--- src/rtl/cnt_pkg.sv ---
// cnt_pkg: shared counter mode constants and parameter legality check
package cnt_pkg;

    localparam int CNT_MODE_WRAP = 0;
    localparam int CNT_MODE_SAT  = 1;

    function automatic bit cnt_params_ok(
        input int     width,
        input longint max_val,
        input longint reset_val
    );
        longint lim;
        lim = (longint'(1) << width) - 1;
        return (width >= 2) && (width <= 32) &&
               (max_val >= 0) && (max_val <= lim) &&
               (reset_val >= 0) && (reset_val <= max_val);
    endfunction

endpackage

--- src/rtl/cnt_next_val.sv ---
// cnt_next_val: combinational one-step count with wrap/saturate and limit event
module cnt_next_val
    import cnt_pkg::*;
#(
    parameter int     WIDTH    = 4,
    parameter longint MAX_VAL  = (longint'(1) << WIDTH) - 1,
    parameter int     SATURATE = CNT_MODE_WRAP
) (
    input  logic [WIDTH-1:0] q,
    input  logic             up_dn,
    output logic [WIDTH-1:0] next_q,
    output logic             event_hit
);

    localparam logic [WIDTH-1:0] MAX_Q = WIDTH'(MAX_VAL);
    localparam bit               SAT   = (SATURATE == CNT_MODE_SAT);

    logic at_max;
    logic at_min;

    // step one count in the sampled direction; at a limit either wrap or hold
    always_comb begin
        at_max    = (q == MAX_Q);
        at_min    = (q == '0);
        event_hit = up_dn ? at_max : at_min;
        next_q    = up_dn ? (at_max ? (SAT ? q : '0)    : q + 1'b1)
                          : (at_min ? (SAT ? q : MAX_Q) : q - 1'b1);
    end

endmodule

--- src/rtl/mod_updown_counter.sv ---
// mod_updown_counter: modulo up/down counter with clear, load, cascade tc and overflow flags
module mod_updown_counter
    import cnt_pkg::*;
#(
    parameter int     WIDTH     = 4,
    parameter longint MAX_VAL   = (longint'(1) << WIDTH) - 1,
    parameter longint RESET_VAL = 0,
    parameter int     SATURATE  = CNT_MODE_WRAP
) (
    input  logic             clk,
    input  logic             clr_n,
    input  logic             sync_clr,
    input  logic             en,
    input  logic             up_dn,
    input  logic             load,
    input  logic [WIDTH-1:0] load_val,
    input  logic             ovf_clr,
    output logic [WIDTH-1:0] q,
    output logic             tc,
    output logic             evt,
    output logic             ovf_sticky
);

    localparam logic [WIDTH-1:0] MAX_Q   = WIDTH'(MAX_VAL);
    localparam logic [WIDTH-1:0] RESET_Q = WIDTH'(RESET_VAL);

    if (!cnt_params_ok(WIDTH, MAX_VAL, RESET_VAL)) begin : g_param_err
        $error("mod_updown_counter: illegal WIDTH/MAX_VAL/RESET_VAL combination");
    end

    logic [WIDTH-1:0] step_q;
    logic             step_evt;
    logic [WIDTH-1:0] load_q;
    logic [WIDTH-1:0] nxt_q;
    logic             fire;

    cnt_next_val #(
        .WIDTH    (WIDTH),
        .MAX_VAL  (MAX_VAL),
        .SATURATE (SATURATE)
    ) u_next (
        .q         (q),
        .up_dn     (up_dn),
        .next_q    (step_q),
        .event_hit (step_evt)
    );

    // priority clear > load > count > hold; an event only counts when the count step is taken
    always_comb begin
        load_q = (load_val > MAX_Q) ? MAX_Q : load_val;
        nxt_q  = sync_clr ? '0 : load ? load_q : en ? step_q : q;
        fire   = ~sync_clr & ~load & en & step_evt;
        tc     = en & step_evt;
    end

    // count register plus one-cycle event pulse and sticky overflow where set beats clear
    always_ff @(posedge clk or negedge clr_n) begin
        if (!clr_n) begin
            q          <= RESET_Q;
            evt        <= 1'b0;
            ovf_sticky <= 1'b0;
        end else begin
            q          <= nxt_q;
            evt        <= fire;
            ovf_sticky <= fire | (ovf_sticky & ~ovf_clr);
        end
    end

endmodule

--- config.mk ---
export PLATFORM = sky130hd
export DESIGN_NAME = mod_updown_counter
export DESIGN_NICKNAME = d
export VERILOG_FILES = /design/src/rtl/cnt_pkg.sv /design/src/rtl/cnt_next_val.sv /design/src/rtl/mod_updown_counter.sv
export SDC_FILE = /design/constraint.sdc
export NUM_CORES = 1
export LEC_CHECK = 0
export CORE_AREA = 3 3 40 42
export CTS_BUF_LIST = sky130_fd_sc_hd__clkbuf_16
export CTS_CLUSTER_SIZE = 25
export DETAILED_ROUTE_END_ITERATION = 10
export DIE_AREA = 0 0 43 45
export GPL_TIMING_DRIVEN = 0
export PLACE_DENSITY = 0.67
export SETUP_SLACK_MARGIN = 0.02
export SYNTH_ARGS = -nofsm -noshare
export SYNTH_HDL_FRONTEND = slang
export SYNTH_SLANG_ARGS = --single-unit
--- constraint.sdc ---
create_clock -name clk -period 1.5 [get_ports clk]
set_input_delay 0.15 -clock clk [delete_from_list [all_inputs] [get_ports clk]]
set_output_delay 0.15 -clock clk [all_outputs]
set_load 0.03 [all_outputs]
==> reports/results.ini <==
[run_status]
status=finished, violations left
violations=setup timing

[global_routing]
overflow=0
antenna_found_initial=0
grt_pass1_vias=454
grt_pass1_wl_um=1900
grt_max_degree=11
track_usage_pct=13.3

[run]
drv_cap=0

[logic_synthesis]
synth_area_leader_cell=dfrtp_1
synth_top_area_share_pct=34.5
ys_seq_area_share_pct=34.5
ys_ff_latch=6
postSynthNetCount=61
synth-edff-count=0
synth_area_per_cell_um2=9.07
ys.flop_type=dfrtp_1
yosysWarnings=0
synth_cells=48
synth_area_leaders=dfrtp_1 (34%), inv_1 (6.0%), ha_1 (5.7%), mux2i_1 (4.6%), a21oi_1 (3.4%)
ys_types=28
syn-cell-area_um2=435
ys_async_sr_fraction_pct=100

[pwr]
ir_drop_v=0.000797
leakage_nw=0.368
power_density_nw_per_um2=1040

[place]
globalplace.congestion=0.682
placed_cell_area_um2=627
hpwlAfterDp_um=742
port_buffers=15

[route]
dr_total_vias=453
vias_per_cell=5.21
drtAntennaViolNets=0
drt_iter0_drc=11
post_drt_wl_per_cell_um=13.0
routed_wl_um=1130
drc=0
first_pass_iters=2

[worst_setup_path]
end_kind=output port
cp_max_fo=3
worstSetupStartpointType=register
arrival_ns=1.65
required_ns=1.35
critical_path_class=reg -> out

[cells_and_area]
num-nets-final=86
insertedDiodeCount=0
area_growth_syn_to_layout_pct=80.7
finalInstanceArea_um2=787
drive_above_1_share_pct=37.5

[timing]
max_slew_margin_pct=78.3
finalCritPeriodShare_pct=120
fin_crit_ns=1.80
setup_viol=5
tns_ns=-0.884
finalHoldViolations=0
worst_pin_slew_ns=0.324
slew_viol_final=0
finClkSkew_ns=0.000879
max_freq_ghz=0.557
fin_ws_ns=-0.295
rsz0062_at_grt=true

[floorplan]
die_h_um=45
dieArea_um2=1940
start_util_pct=33.9
die_x_um=43
core_um2=1280
row_count=13
pin_count=18

[clock_tree]
cts_buffer_depth=2
cts_sinks=6
cts_made_buffers=3
cts_tree=built
clkTransAtPathRegs_ns=0.03
root_buffer=clkbuf_16
clk_latency_ns=0.23
cts_max_level=1

[worst_hold_path]
hp-class=in -> async

==> cell type report <==
cell class	count	area (um^2)
clock buffers	3	75.1
plain buffers	2	16.3
clock inverters	1	3.75
well taps	15	18.8
repair buffers	20	184
flip-flops and latches	6	155
inverters	7	26.3
multi-input cells	33	308
fillers	103	498
==> power breakdown <==
group	total, mW	switching, mW	internal [mW]
clock network	0.442	0.0956	0.346
registers	0.188	0.0135	0.174
logic	0.190	0.0954	0.0947
==> per-stage QoR <==
| step | utilization, % | power (mW) | hold slack (ns) | setup WS (ns) | cells |
|---|---|---|---|---|---|
| CTS | 58.8 | 0.817 | 0.165 | -0.317 | 86 |
| finish | 61.2 | 0.820 | 0.164 | -0.295 | 87 |
| floorplan | - | 0.290 | -0.146 | -0.106 | 48 |
| detailed placement | 48.8 | 0.355 | 0.406 | -0.661 | 78 |
| global route | 61.2 | 0.853 | 0.191 | -0.363 | 87 |
| global placement | 48.8 | 0.354 | 0.405 | -0.647 | 78 |
==> cells by family after synthesis <==
logic type,count (synthesis),synth area share [%]
AOI/OAI and AO/OA,14,24.4
xor gates and xnor gates,2,4.02
adders and majority gates,2,5.75
buffers and inverters,9,9.77
DFF,6,34.5
muxes,2,4.60
and+or+nand+nor,13,17.0
==> repair_timing <==
action	in CTS	in global routing
buffers inserted	4	2
setup endpoints to repair	9	6
hold buffers	0	0
resized for setup	15	4
pin swaps	3	2
==> cell usage in the layout (no fill, tap or decap), drive strengths merged <==
cell	Yosys	routed
nand2b	1	1
nand2	3	3
ha	2	2
a311oi	1	1
dlygate4sd2	0	4
nand4	1	1
a21o	1	1
nor2	4	4
dfrtp	6	6
o21a	1	1
o21ai	1	1
buf	2	8
o311a	1	1
xnor2	1	1
o221ai	1	1
clkdlybuf4s50	0	10
mux2i	2	2
a221oi	1	1
xor2	1	1
clkbuf	0	3
nor3	1	1
nor2b	1	1
a41o	1	1
inv	7	8
a21boi	1	1
a21oi	3	3
o32ai	1	1
or4b	2	2
o31ai	1	1
==> flip-flops by register name, indices dropped and copies added (netlist names) <==
| register | count |
|---|---|
| q | 4 |
| evt | 1 |
| ovf_sticky | 1 |
==> critical path, cell delays in order, from the launching register on <==
cell and delay [ns]:
dfrtp_2 0.41, inv_2 0.08, ha_4 0.14, or4b_4 0.48, nand2_4 0.08, nand2_4 0.05, inv_2 0.06, buf_6 0.12
==> cells in the mapped netlist, drive strengths merged (2+ instances only) <==
library cell / count
a21oi: 3
buf: 2
dfrtp: 6
ha: 2
inv: 7
mux2i: 2
nand2: 3
nor2: 4
or4b: 2
==> path summary, 6_finish.rpt <==
| path | start | to | depth (start not counted) | slack (ns) |
|---|---|---|---|---|
| worst min register to register | ovf_sticky | ovf_sticky | 2 | 0.52 |
| worst max-delay path | q[0] | tc | 7 | -0.30 |
| max in group asynchronous | clr_n | q[0] | 1 | 1.10 |
| worst max register to register | q[0] | q[0] | 7 | -0.21 |
| min in group clk | load | evt | 2 | 0.25 |
| worst min-delay path | clr_n | q[2] | 1 | 0.16 |
==> per-layer routing <==
layer	share of wire (%)	track usage (%)	up-vias
met3	4.1	2.39	3
met2	51	24.3	14
met4	1.9	9.04	0
li1	-	-	222
met1	43	14.0	214
met5	0	0	-
No activity file was read; power rests on OpenSTA's default activity.
